File: src/rtl/iot_mon_pkg.sv
// Shared types and helpers for the active IoT device monitor.
// Holds the alarm FSM state type, the lane delta width and the saturating adder.
package iot_mon_pkg;

    localparam int LANES_MAX = 16;
    // Sized for the widest lane configuration so every instance can share it.
    localparam int DELTA_W   = $clog2(LANES_MAX + 1) + 1;

    typedef enum logic {
        IDLE  = 1'b0,
        ALARM = 1'b1
    } mon_state_e;

    typedef struct packed {
        logic [31:0] value;
        logic        ovf;
        logic        unf;
    } sat_res_t;

    // Adds a signed delta to an unsigned count and clamps to [0, 2^width-1].
    function automatic sat_res_t sat_add(input logic [31:0]               count,
                                         input logic signed [DELTA_W-1:0] delta,
                                         input int                        width);
        longint   sum;
        longint   max_v;
        sat_res_t res;
        sum   = longint'(count) + longint'(delta);
        max_v = (longint'(1) <<< width) - 1;
        res   = '0;
        if (sum > max_v) begin
            res.value = 32'(max_v);
            res.ovf   = 1'b1;
        end else if (sum < 0) begin
            res.value = '0;
            res.unf   = 1'b1;
        end else begin
            res.value = 32'(sum);
        end
        return res;
    endfunction

endpackage

File: src/rtl/iot_active_monitor_multi_lane_delta_sum.sv
// Net change in active devices for one cycle: on-reports minus off-reports.
// Purely combinational; the result is a signed value in -LANES..+LANES.
module lane_delta_sum
    import iot_mon_pkg::*;
#(
    parameter int LANES = 4
) (
    input  logic [LANES-1:0]          change,
    input  logic [LANES-1:0]          on_off,
    output logic signed [DELTA_W-1:0] delta
);

    logic [DELTA_W-1:0] up_cnt;
    logic [DELTA_W-1:0] dn_cnt;

    always_comb begin
        up_cnt = '0;
        dn_cnt = '0;
        for (int i = 0; i < LANES; i++) begin
            up_cnt = up_cnt + DELTA_W'(change[i] & on_off[i]);
            dn_cnt = dn_cnt + DELTA_W'(change[i] & ~on_off[i]);
        end
    end

    assign delta = $signed(up_cnt - dn_cnt);

endmodule

File: src/rtl/iot_active_monitor_multi.sv
// Multi-lane active device counter with saturation flags, peak tracking
// and a hysteresis alarm driven from the registered count.
module iot_active_monitor_multi
    import iot_mon_pkg::*;
#(
    parameter int WIDTH     = 8,
    parameter int LANES     = 4,
    parameter int HI_THRESH = 200,
    parameter int LO_THRESH = 190
) (
    input  logic             clk,
    input  logic             rst,
    input  logic [LANES-1:0] change,
    input  logic [LANES-1:0] on_off,
    input  logic             clear,
    output logic [WIDTH-1:0] counter_out,
    output logic [WIDTH-1:0] peak_out,
    output logic             alarm,
    output logic             overflow_err,
    output logic             underflow_err
);

    logic signed [DELTA_W-1:0] delta;
    sat_res_t                  sat;
    logic                      unused_sat_hi;

    logic [WIDTH-1:0] counter_q, counter_d;
    logic [WIDTH-1:0] peak_q, peak_d;
    logic             ovf_q, ovf_d;
    logic             unf_q, unf_d;
    logic             alarm_q;
    mon_state_e       state_q;

    lane_delta_sum #(
        .LANES (LANES)
    ) u_delta (
        .change (change),
        .on_off (on_off),
        .delta  (delta)
    );

    assign sat           = sat_add(32'(counter_q), delta, WIDTH);
    assign unused_sat_hi = ^sat.value[31:WIDTH];

    // A zero delta never lands outside the range, so limits hold without flagging.
    always_comb begin
        counter_d = sat.value[WIDTH-1:0];
        ovf_d     = ovf_q | sat.ovf;
        unf_d     = unf_q | sat.unf;
        peak_d    = (counter_q > peak_q) ? counter_q : peak_q;
    end

    always_ff @(posedge clk or negedge rst) begin
        if (!rst) begin
            counter_q <= '0;
            peak_q    <= '0;
            ovf_q     <= 1'b0;
            unf_q     <= 1'b0;
            alarm_q   <= 1'b0;
            state_q   <= IDLE;
        end else if (clear) begin
            counter_q <= '0;
            peak_q    <= '0;
            ovf_q     <= 1'b0;
            unf_q     <= 1'b0;
            alarm_q   <= 1'b0;
            state_q   <= IDLE;
        end else begin
            counter_q <= counter_d;
            peak_q    <= peak_d;
            ovf_q     <= ovf_d;
            unf_q     <= unf_d;
            case (state_q)
                IDLE: begin
                    if (counter_q >= WIDTH'(HI_THRESH)) begin
                        state_q <= ALARM;
                        alarm_q <= 1'b1;
                    end
                end
                ALARM: begin
                    if (counter_q <= WIDTH'(LO_THRESH)) begin
                        state_q <= IDLE;
                        alarm_q <= 1'b0;
                    end
                end
                default: begin
                    state_q <= IDLE;
                    alarm_q <= 1'b0;
                end
            endcase
        end
    end

    assign counter_out   = counter_q;
    assign peak_out      = peak_q;
    assign alarm         = alarm_q;
    assign overflow_err  = ovf_q;
    assign underflow_err = unf_q;

endmodule
File: config.mk
export PLATFORM = sky130hd
export DESIGN_NAME = iot_active_monitor_multi
export DESIGN_NICKNAME = d
export VERILOG_FILES = /design/src/rtl/iot_mon_pkg.sv /design/src/rtl/iot_active_monitor_multi_lane_delta_sum.sv /design/src/rtl/iot_active_monitor_multi.sv
export SDC_FILE = /design/constraint.sdc
export NUM_CORES = 1
export LEC_CHECK = 0
export ABC_AREA = 1
export BUFFER_PORTS_ARGS = -buffer_cell sky130_fd_sc_hd__clkbuf_2
export CORE_UTILIZATION = 50
export DETAILED_ROUTE_END_ITERATION = 8
export GPL_TIMING_DRIVEN = 0
export PLACE_DENSITY = 0.78
export SLEW_MARGIN = 20
export SYNTH_ARGS = -nofsm -noshare
export SYNTH_HDL_FRONTEND = slang
export SYNTH_SLANG_ARGS = --single-unit
File: constraint.sdc
create_clock -name clk -period 1.9 [get_ports clk]
set_input_delay 0.095 -clock clk [delete_from_list [all_inputs] [get_ports clk]]
set_output_delay 0.095 -clock clk [all_outputs]
set_load 0.01 [all_outputs]
-- Word-level counts from Yosys, hierarchy flattened
Cells that the tools add are included.
- bits in registers: 20
- bits of input ports: 11
- add/sub/neg operators: 8
- magnitude comparators: 5
- eq/ne operators: 2
- muxes and demuxes: 18
- bitwise logic cells: 15
- reductions and logical operators: 2
- operators by type and width (kind ; number):
    8-bit 2-to-1 mux ; 5
    6-bit adder ; 6
    1-bit by 6-bit AND with 6-bit output ; 4
    1-bit inverter with 6-bit output ; 4
    1-bit 2-to-1 mux ; 11
    9-bit by 6-bit adder with 10-bit output ; 1
    10-bit by 9-bit > comparator with 1-bit output, second input constant ; 1
    10-bit by 1-bit < comparator with 1-bit output, second input constant ; 1
    8-bit greater-or-equal comparator, second input constant ; 1
    8-bit > comparator ; 1
    8-bit less-or-equal comparator, second input constant ; 1
    6-bit subtractor ; 1
    1-bit AND ; 4
    1-bit case mux with 2 select lines ; 2
    3-bit by 2-bit != test with 1-bit output, second input constant ; 1
    3-bit != test, second input constant ; 1
    1-bit OR ; 2
    2-bit AND reduction ; 1
    2-bit nonzero test ; 1
    1-bit inverter ; 1

-- Logic depth before layout (Yosys ltp)
Gate-level depths: netlist of run 1.
- word-level depth: 12
- gate-level depth with buffers: 23
- gate-level depth less buffers: 23

-- Hierarchy
A second synthesis of run 1 with hierarchy kept.
- cells, all modules: 226
- area, all modules: 1764.2 sq um
- modules (own cells, without submodules) (module ; instances ; cells each ; area each (sq um)):
    iot_active_monitor_multi ; 1 ; 195 ; 1549.0
    lane_delta_sum ; 1 ; 31 ; 215.2

-- Least setup slack after synthesis of run 1
OpenSTA, ideal clock, no wires.
- path type: input to register
- start point: in change[2]
- end point: reg counter_q[7] (netlist: counter_out[7])
- library setup time: 0.118 ns
- data arrival time: 3.746 ns
- setup slack: -1.964 ns
- stages on the path: 22
- buffers on the path: 0
- path through: inv_1 nor2_1 fa_1 fa_1 inv_1 fa_1 ha_1 fa_1 inv_1 ha_1 inv_1 ha_1 a21oi_1 nand2_1 nand3_1 nand2_1 nand3_2 nand3_2 nand2_1 inv_2 nand2_2 nand2_1
- longest elaborated chain between the ends: 9
- elaborated cells between the ends (all ways): 13
- classes of those cells: add/sub (6); order compare (2); mux (3); bitwise (2)
- RTL lines (item ; line ; RTL):
    start, declared ; iot_active_monitor_multi.sv:13 ; input logic [LANES-1:0] change,
    1-bit AND / 1-bit by 6-bit AND with 6-bit output (equally long branches) ; iot_active_monitor_multi_lane_delta_sum.sv:20, iot_active_monitor_multi_lane_delta_sum.sv:21 ;
    6-bit adder (on tied branches) (2 in a row) ; iot_active_monitor_multi_lane_delta_sum.sv:20, iot_active_monitor_multi_lane_delta_sum.sv:21 ;
    6-bit subtractor (*) ; iot_active_monitor_multi_lane_delta_sum.sv:25 ; assign delta = $signed(up_cnt - dn_cnt);
    9-bit by 6-bit adder with 10-bit output (*) ; iot_mon_pkg.sv:27 ; sum = longint'(count) + longint'(delta);
    10-bit by 1-bit < comparator with 1-bit output ; iot_mon_pkg.sv:33 ; end else if (sum < 0) begin
    8-bit 2-to-1 mux ; iot_mon_pkg.sv:33 ;
    8-bit 2-to-1 mux (*) ; iot_mon_pkg.sv:30 ; if (sum > max_v) begin
    8-bit 2-to-1 mux (*) ; iot_active_monitor_multi.sv:61 ; end else if (clear) begin
    end signal, assigned ; iot_active_monitor_multi.sv:69 ; counter_q <= counter_d;
    end, declared ; iot_active_monitor_multi.sv:27 ; logic [WIDTH-1:0] counter_q, counter_d;
Mark *: on every way between the ends. The rest lies on a longest branch, timed or not.
A chain may end at the register's enable or synchronous reset.

-- Final worst setup path of run 1
- start point: in change[2]
- end point: reg counter_q[5] (netlist: counter_out[5])
The elaborated chain is that of the path after synthesis.

==> impl_metrics.py, run 1 <==
metrics = {
    "synth": {
        "ys_ff_latch": 20,
        "async_reset_ff_frac": 1.000,
        "synth_fp_nets": 259,
        "yosys.cell_types.count": 23,
        "synth_top_area_share": 0.2992,
        "postSynthCellCount": 226,
        "yosys_warnings": 0,
        "synth_area_leader_cell": "dfrtp_1",
        "syn_avg_cell_area_um2": 7.402,
        "synthFlopType": "dfrtp_1",
        "synthTopCellsByArea": "dfrtp_1 30%, nand2_1 14%, ha_1 12%",
        "syn-cell-area_um2": 1673,
        "ys_top_cells_by_count": "61 x nand2_1, 48 x inv_1, 24 x nand3_1, 20 x dfrtp_1, 16 x ha_1",
        "yosysMostFrequentCell": "nand2_1",
        "synth_edf_count": 0,
        "seq_area_frac_synth": 0.2992,
    },
    "detailed_routing": {
        "dr_wl_met2_mm": 2.029,
        "wl_met1_mm": 1.774,
        "totalWireLength_mm": 4.033,
        "dr.first_iter.drc_count": 40,
        "vias": 1623,
        "drtAntennaViolNets": 0,
        "drt-wirelength-per-cell_um": 12.68,
        "drc": 0,
        "first_pass_iters": 4,
        "top_layer": "met4",
        "via_per_inst": 5.104,
        "met3_wirelength_um": 167,
    },
    "power_and_ir_drop": {
        "ir_drop_mv": 0.8713,
        "p_per_area_nw_per_um2": 1620,
        "fin_total_pwr_mw": 3.643,
        "power_leakage_nw": 1.231,
    },
    "global_routing": {
        "grtUsageTotal": 0.2316,
        "grt_pass1_vias": 1461,
        "grt_pass1_wl_mm": 6.251,
        "grt_max_degree": 21,
        "overflow": 0,
        "antenna_found_initial": 0,
    },
    "die": {
        "fp-row-count": 20,
        "die_h_um": 59.84,
        "core_area_um2": 3103,
        "io_pins": 30,
        "start_util": 0.5391,
        "die_area_um2": 3581,
        "die_w_um": 59.84,
    },
    "clock_tree": {
        "cts.path.max_buffers": 2,
        "cts_made_buffers": 3,
        "clock-sinks": 20,
        "clk_pin_slew_worst_paths_ps": 120,
        "htreeDepth": 1,
        "cts_tree": "yes",
        "cts_root_buf": "clkbuf_4",
        "clock_latency_ps": 310,
    },
    "placement": {
        "pre_cts_ws_ps": -2032,
        "port_buffers": 29,
        "gp_congestion": 0.8315,
        "dp_hpwl_mm": 2.793,
        "dpl_cell_area_um2": 1937,
    },
    "outcome": {
        "status": "complete, but fails checks",
        "violations": "setup timing",
    },
    "hold_path": {
        "hold_class": "input pin to asynchronous set/reset pin",
    },
    "sta": {
        "worst_clock_skew_ps": 9.338,
        "tightestPinTransition_ps": 484.8,
        "setup_ws_ps": -1599,
        "slew_headroom": 0.6768,
        "period_needed_ps": 3499,
        "period_share": 1.841,
        "setup_viol": 10,
        "fmax_ghz": 0.2858,
        "setup_tns_ps": -15480,
        "rsz0062_at_grt": "true",
        "slew_violations": 0,
        "hold_viol": 0,
    },
    "finish": {
        "final_cell_area_um2": 2248,
        "fillCellCount": 272,
        "drive_gt1_frac": 0.3650,
        "fin_nets": 308,
        "areaGrowthSynthToFinish_pct": 34.41,
        "antennaDiodeCount": 0,
        "finalCoreUtilization": 0.7246,
    },
    "setup_path": {
        "start_kind": "input pin",
        "path_class": "input pin to register",
        "arrival_ps": 3710,
        "worstPathRequired_ps": 2110,
        "max_stage_delay_ps": 520,
        "cpMaxStageDelayCell": "fa_1",
        "crit_buf_inv": 7,
        "path_cells": "buf_6 > inv_2 > nor2_4 > fa_1 > fa_1 > inv_2 > fa_2 > ha_4 > fa_2 > inv_2 > ha_4 > inv_4 > ha_4 > a21oi_2 > nand2_1 > nand3_2 > nand2_2 > buf_4 > nand2_1 > nand2_1 > nand2_1 > nand3_1 > nand2_1 > inv_1",
        "path_common_cell": "nand2_1",
        "cp_top_family": "adder cells",
        "cp_max_fo": 4,
        "rrSetupSlack_ps": -140,
        "end_kind": "register",
    },
    "flow_run": {
        "drv_cap": 0,
    },
}
[flip-flops by register name, summed over array words and instances (netlist names)]
name / count
underflow_err: 1
state_q: 1
peak_out: 8
alarm: 1
counter_out: 8
overflow_err: 1
[stage by stage]
stage                     cells  hold slack (ps)
after detailed placement    299            78.87
after global placement      299            78.22
after global routing        318            311.2
after CTS                   311            280.1
after floorplan             226           -200.6
final                       318            274.8
[what timing repair did]
item,4_1_cts,5_1_grt
endpoints found under the setup margin,18,18
pin swaps,19,21
setup buffers,6,7
resized for setup,19,20
endpoints found under the hold margin,21,0
hold buffers,2,0
[worst reg2reg max path, cell delays in order, from the launching register on]
cell and delay, ps:
dfrtp_1 480, ha_1 230, inv_1 70, fa_2 380, nor2_2 100, o21ai_1 90, nand2_1 120, nand3_2 120
nand3_4 130, nand3_1 100, nand2_1 80, inv_1 40
[per-layer routing]
layer / track usage / vias up
met2: 0.3968 / 41
li1: - / 806
met1: 0.3039 / 767
met4: 0.02990 / 0
met5: 0 / -
met3: 0.05411 / 9
[path summary, 6_finish.rpt]
kind	startpoint	end	depth (start not counted)
max in group asynchronous	rst	counter_out[7]	2
min in group clk	change[3]	counter_out[0]	8
worst min-delay path	rst	peak_out[1]	2
worst max-delay path	change[2]	counter_out[5]	24
worst max register to register	counter_out[0]	counter_out[2]	11
worst min register to register	overflow_err	overflow_err	2
[cell families after synthesis]
family | synth area share
AOI/OAI and AO/OA | 0.06283
xor gates and xnor gates | 0.01047
adders and majority gates | 0.1915
buffers and inverters | 0.1144
DFF | 0.2992
and+or+nand+nor | 0.3216
[final cells by class]
| type | instances | area [µm²] | area share |
|---|---|---|---|
| Buffer | 1 | 3.754 | 0.001669 |
| Clock buffer | 4 | 36.28 | 0.01614 |
| Inverter | 50 | 202.7 | 0.09015 |
| Multi-Input combinational cell | 155 | 1147 | 0.5103 |
| Sequential cell | 20 | 504.2 | 0.2243 |
| Tap cell | 44 | 55.05 | 0.02449 |
| Timing Repair Buffer | 44 | 299.0 | 0.1330 |
[layout by cell type, fill, tap and decap left out]
cell type	n
o31ai_1	1
nand2_8	1
nand2_4	3
a21oi_1	5
fa_2	3
xor2_1	2
clkbuf_2	26
nor2_1	6
nand3_2	5
nor2_4	4
buf_4	12
o21ai_4	1
dfrtp_1	17
dlygate4sd3_1	2
o211ai_1	3
inv_2	10
nand3_4	3
inv_12	1
nand4_1	3
clkbuf_1	1
nand2_2	8
clkbuf_16	1
a22oi_1	1
buf_6	3
a21oi_2	3
fa_1	3
inv_1	38
clkbuf_8	1
nand2_1	57
nand3_1	20
nor2_2	4
ha_1	12
clkbuf_4	3
o21ai_1	3
inv_4	1
ha_4	4
dfrtp_2	3
[power breakdown]
part / switching, mW / leakage [nW] / internal (mW)
registers: 0.195 / 0.260 / 0.571
clock network: 0.133 / 0.0210 / 0.117
logic: 1.51 / 0.950 / 1.12
total: 1.84 / 1.23 / 1.81
(Power assumes the default switching activity.)
==> run 2, diff against run 1 <==
--- a/config.mk
+++ b/config.mk
@@ -9,8 +9,7 @@
 export BUFFER_PORTS_ARGS = -buffer_cell sky130_fd_sc_hd__clkbuf_2
 export CORE_UTILIZATION = 50
 export DETAILED_ROUTE_END_ITERATION = 8
-export GPL_TIMING_DRIVEN = 0
-export PLACE_DENSITY = 0.78
+export PLACE_DENSITY = 0.77
 export SLEW_MARGIN = 20
 export SYNTH_ARGS = -nofsm -noshare
 export SYNTH_HDL_FRONTEND = slang
==> run 2 against run 1 <==
Against the previous run: the run still ends with setup timing left; global-route usage increased by 1.9 points; total power down 0.58%; via count is 1.7% higher; die area unchanged; non-clock buffer count grew 18; combinational power grew 4%; clock power is 22% lower; sequential cell count stayed put; critical endpoint is now counter_out[7]; highest routed layer unchanged.
==> impl_metrics.py, run 2 (synthesized netlist as in run 1, its figures left out) <==
metrics = {
    "die": {
        "io_pins": 30,
        "core_area_um2": 3103,
        "die_w_um": 59.84,
        "die_h_um": 59.84,
        "start_util": 0.5391,
        "fp-row-count": 20,
        "die_area_um2": 3581,
    },
    "sta": {
        "setup_ws_ps": -1529,
        "slew_violations": 0,
        "period_needed_ps": 3429,
        "fmax_ghz": 0.2916,
        "setup_viol": 10,
        "whs_ps": 294.6,
        "tightestPinTransition_ps": 510.3,
        "rsz0062_at_grt": "true",
        "period_share": 1.805,
        "worst_clock_skew_ps": 4.106,
        "hold_viol": 0,
        "slew_headroom": 0.6598,
    },
    "power_and_ir_drop": {
        "power_leakage_nw": 1.324,
        "power_frac_seq": 0.189,
        "p_comb_frac": 0.757,
        "p_int_mw": 1.838,
        "pwr-share-clk": 0.054,
        "p_sw_frac": 0.4926,
        "p_switching_mw": 1.784,
        "p_per_area_nw_per_um2": 1544,
        "ir_drop_mv": 0.8119,
        "fin_total_pwr_mw": 3.622,
    },
    "setup_path": {
        "path_class": "input pin to register",
        "worstPathRequired_ps": 2140,
        "rrSetupSlack_ps": 40,
        "start_kind": "input pin",
        "arrival_ps": 3670,
        "end_kind": "register",
        "reg2regPathDepth": 12,
        "cp_max_fo": 7,
    },
    "global_routing": {
        "grtUsageTotal": 0.2505,
        "grt_pass1_wl_mm": 6.789,
        "grt_pass1_vias": 1534,
        "antenna_found_initial": 0,
        "grt_max_degree": 21,
        "overflow": 0,
    },
    "finish": {
        "final_cells": 335,
        "areaGrowthSynthToFinish_pct": 40.24,
        "fillCellCount": 244,
        "layout_common_cells": "55 x nand2_1, 40 x inv_1, 31 x buf_4, 26 x clkbuf_2, 20 x nand3_1",
        "final_common_cell": "nand2_1",
        "drive_gt1_frac": 0.3849,
        "fin_nets": 326,
        "antennaDiodeCount": 0,
    },
    "detailed_routing": {
        "drc": 0,
        "vias": 1650,
        "first_pass_iters": 4,
        "dr.first_iter.drc_count": 50,
        "drt-wirelength-per-cell_um": 12.16,
        "totalWireLength_mm": 4.072,
        "via_per_inst": 4.925,
        "drtAntennaViolNets": 0,
    },
    "placement": {
        "port_buffers": 29,
        "gp_congestion": 0.8378,
        "dp_cells": 327,
        "dp_hpwl_mm": 3.142,
        "pre_cts_ws_ps": -1983,
    },
    "clock_tree": {
        "clk_pin_slew_worst_paths_ps": 110,
        "cts_root_buf": "clkbuf_4",
        "clock-sinks": 20,
        "cts.path.max_buffers": 2,
        "cts_tree": "yes",
        "htreeDepth": 1,
        "clock_latency_ps": 290,
        "cts_made_buffers": 3,
    },
    "flow_run": {
        "drv_cap": 0,
    },
    "hold_path": {
        "hold_class": "input pin to asynchronous set/reset pin",
    },
    "outcome": {
        "status": "complete, but fails checks",
        "violations": "setup timing",
    },
}
-- run 2: cell types whose count changed in the layout (fill, tap and decap cells not counted), sizes merged --
cell	change
clkbuf	-2
buf	+19
-- run 2: final cells by class --
| cell class | instances | area (µm²) | share of cell area |
|---|---|---|---|
| Clock buffer | 3 | 22.52 | 0.009600 |
| Inverter | 50 | 205.2 | 0.08747 |
| Multi-Input combinational cell | 155 | 1120 | 0.4773 |
| Sequential cell | 20 | 501.7 | 0.2139 |
| Tap cell | 44 | 55.05 | 0.02347 |
| Timing Repair Buffer | 63 | 441.7 | 0.1883 |
-- run 2: critical path, stage by stage --
cell and delay, ps:
buf_6 90, inv_2 40, nor2_2 30, fa_1 550, fa_1 410, inv_1 80, fa_2 450, ha_4 180
fa_2 540, inv_2 40, fa_2 350, nor2_1 100, o21ai_1 60, nand2_1 110, nand3_2 120, nand2_2 110
nand2_4 80, nand2_2 90, nand2_4 60, nand2_2 60
-- run 2: stage by stage --
stage	instance area, µm²	utilization	setup TNS [ps]
global placement	2151	0.6931	-18920
finish	2346	0.7560	-15030
detailed placement	2151	0.6931	-19460
global route	2346	0.7560	-16290
CTS	2273	0.7327	-15110
floorplan	1737	-	-15670
-- run 2: path summary, 6_finish.rpt --
| check | startpoint | end |
|---|---|---|
| min in group clk | overflow_err | overflow_err |
| max | change[0] | counter_out[7] |
| max reg2reg | counter_out[0] | counter_out[7] |
| min reg2reg | overflow_err | overflow_err |
| max in group asynchronous | rst | counter_out[2] |
| min | rst | peak_out[0] |
-- run 2: repair_timing --
| item | 4_1_cts | 5_1_grt |
|---|---|---|
| setup buffers | 3 | 0 |
| gates cloned | 0 | 0 |
| endpoints found under the hold margin | 21 | 0 |
| gates resized for setup | 17 | 16 |
| pin swaps | 13 | 8 |
| setup endpoints to repair | 10 | 15 |
| hold buffers | 2 | 0 |
-- run 2: routing by layer --
layer | wire [µm] | track usage
met2 | 2016 | 0.4175
met1 | 1862 | 0.3405
met5 | 0 | 0
met3 | 146 | 0.04762
met4 | 46 | 0.04319
-- run 2: power by group through the flow --
stage | Sequential [mW] | Clock, mW | Combinational, mW
3_5_place_dp | 0.688 | 0 | 2.42
4_1_cts | 0.681 | 0.201 | 2.57
3_3_place_gp | 0.686 | 0 | 2.34
6_report | 0.685 | 0.194 | 2.74
5_1_grt | 0.701 | 0.218 | 3.07
2_1_floorplan | 0.775 | 0 | 1.46
==> run 3, diff against run 2 <==
--- a/config.mk
+++ b/config.mk
@@ -14,3 +14,4 @@
 export SYNTH_ARGS = -nofsm -noshare
 export SYNTH_HDL_FRONTEND = slang
 export SYNTH_SLANG_ARGS = --single-unit
+export TNS_END_PERCENT = 1
==> run 3 against run 2 <==
Against the previous run: the flow still finishes with violations (setup timing); global-route usage fell by 0.87 points; clock power increased by 32%; largest power group unchanged; clock skew grew 3.6 ps; final cell count decreased by 0.30%; design area down 2.8%; sequential share of layout area grew 0.57 points; die area unchanged; first-iteration DRC count increased by 34%; wire length down 3.7%; non-clock buffer count shrank 2.
==> impl_metrics.py, run 3 (synthesized netlist as in run 1, its figures left out) <==
metrics = {
    "outcome": {
        "status": "complete, but fails checks",
        "violations": "setup timing",
    },
    "sta": {
        "fmax_ghz": 0.2933,
        "hold_viol": 0,
        "rsz0062_at_grt": "true",
        "worst_clock_skew_ps": 7.705,
        "tightestPinTransition_ps": 497.2,
        "whs_ps": 258.8,
        "setup_viol": 10,
        "slew_headroom": 0.6686,
        "period_share": 1.794,
        "setup_ws_ps": -1509,
        "slew_violations": 0,
        "period_needed_ps": 3409,
    },
    "finish": {
        "antennaDiodeCount": 0,
        "areaGrowthSynthToFinish_pct": 36.28,
        "final_cell_area_um2": 2280,
        "drive_gt1_frac": 0.3621,
        "finalCoreUtilization": 0.7347,
        "fin_nets": 324,
        "final_common_cell": "nand2_1",
        "layout_common_cells": "58 x nand2_1, 44 x inv_1, 29 x clkbuf_2, 29 x buf_4",
    },
    "setup_path": {
        "path_cells": "clkbuf_2 > inv_2 > nor2_2 > fa_1 > fa_1 > inv_1 > fa_2 > ha_4 > fa_2 > inv_2 > fa_2 > nor2_1 > o21ai_1 > nand2_1 > nand3_2 > nand3_2 > nand2_2 > nand2_2 > nand2_1",
        "end_kind": "register",
        "start_kind": "input pin",
        "arrival_ps": 3620,
        "cpMaxStageDelayCell": "fa_1",
        "cp_max_fo": 7,
        "crit_buf_inv": 4,
        "cp_top_family": "adder cells",
        "cp_num_cells": 19,
        "path_class": "input pin to register",
        "reg2regPathDepth": 10,
        "path_common_cell": "fa_2",
        "worstPathRequired_ps": 2110,
        "max_stage_delay_ps": 540,
    },
    "die": {
        "core_area_um2": 3103,
        "die_h_um": 59.84,
        "start_util": 0.5391,
        "die_area_um2": 3581,
        "die_w_um": 59.84,
        "fp-row-count": 20,
        "io_pins": 30,
    },
    "power_and_ir_drop": {
        "p_comb_frac": 0.738,
        "p_int_mw": 1.844,
        "power_leakage_nw": 1.304,
        "ir_drop_mv": 0.8757,
        "power_frac_seq": 0.190,
        "pwr-share-clk": 0.071,
        "p_sw_frac": 0.4896,
        "p_per_area_nw_per_um2": 1584,
        "p_switching_mw": 1.768,
    },
    "detailed_routing": {
        "drc": 0,
        "vias": 1632,
        "totalWireLength_mm": 3.923,
        "first_pass_iters": 4,
        "dr.first_iter.drc_count": 67,
        "drtAntennaViolNets": 0,
        "via_per_inst": 4.886,
        "drt-wirelength-per-cell_um": 11.75,
    },
    "placement": {
        "port_buffers": 29,
        "gp_congestion": 0.7895,
        "dp_hpwl_mm": 3.069,
        "dpl_cell_area_um2": 2133,
    },
    "global_routing": {
        "overflow": 0,
        "grtUsageTotal": 0.2418,
        "grt_max_degree": 21,
        "grt_pass1_wl_mm": 6.430,
        "antenna_found_initial": 0,
        "grt_pass1_vias": 1489,
    },
    "clock_tree": {
        "cts_made_buffers": 3,
        "cts_root_buf": "clkbuf_4",
        "clock-sinks": 20,
        "clk_pin_slew_worst_paths_ps": 120,
        "cts_tree": "yes",
        "clock_latency_ps": 310,
        "htreeDepth": 1,
        "cts.path.max_buffers": 2,
    },
    "flow_run": {
        "drv_cap": 0,
    },
    "hold_path": {
        "hold_class": "input pin to asynchronous set/reset pin",
    },
}
==> run 3: changes by cell type in the layout (fill, tap and decap cells not counted), sizes merged <==
cell    before  now
buf         34   30
clkbuf      30   33
==> run 3: final timing paths <==
path	startpoint	endpoint	slack, ps
max in group asynchronous	rst	counter_out[4]	1300
max reg2reg	counter_out[1]	overflow_err	70
min	rst	peak_out[1]	260
min in group clk	change[3]	counter_out[0]	480
min reg2reg	overflow_err	overflow_err	490
max	change[1]	overflow_err	-1510
==> run 3: per-layer routing <==
layer	GRT usage	wire, µm	part of all wire
met1	0.3203	1786	0.46
met2	0.4095	1917	0.49
met3	0.04545	187	0.048
met4	0.04983	31	0.0079
met5	0	0	0
==> run 3: worst register-to-register path, delay by kind of cell (launching register included) <==
family	cells	cell delay [ps]
simple gates	7	700
compound gates	1	70
fa+ha+maj	1	400
flops	1	450
buf+inv	1	120
==> run 3: cell type report <==
| cell class | instances | area [µm²] |
|---|---|---|
| inverter | 50 | 190.2 |
| fill | 272 | 823.3 |
| tap | 44 | 55.05 |
| multi-input combinational | 155 | 1104 |
| clock buffer | 4 | 36.28 |
| timing repair buffer | 61 | 394.1 |
| sequential | 20 | 500.5 |
==> run 3: metrics by stage <==
stage	cells	TNS, ps	setup slack [ps]	power, mW
3_3_place_gp	327	-18150	-1843	3.051
5_1_grt	334	-16670	-1691	3.993
2_1_floorplan	226	-15960	-1631	2.235
4_1_cts	334	-14920	-1523	3.428
3_5_place_dp	327	-18580	-1897	3.110
6_report	334	-14780	-1509	3.612
==> run 3: power by group through the flow <==
stage	Clock, mW	Combinational, mW	Sequential (mW)
detailed placement	0	2.41	0.695
global placement	0	2.36	0.694
floorplan	0	1.46	0.775
CTS	0.260	2.48	0.687
global route	0.276	3.01	0.707
finish	0.257	2.67	0.688
==> run 3: timing repair <==
action	in CTS	in global routing
hold buffers	2	0
pin swaps	1	3
gates resized for setup	4	15
buffers inserted	1	0
endpoints found under the setup margin	10	16
endpoints found under the hold margin	21	0
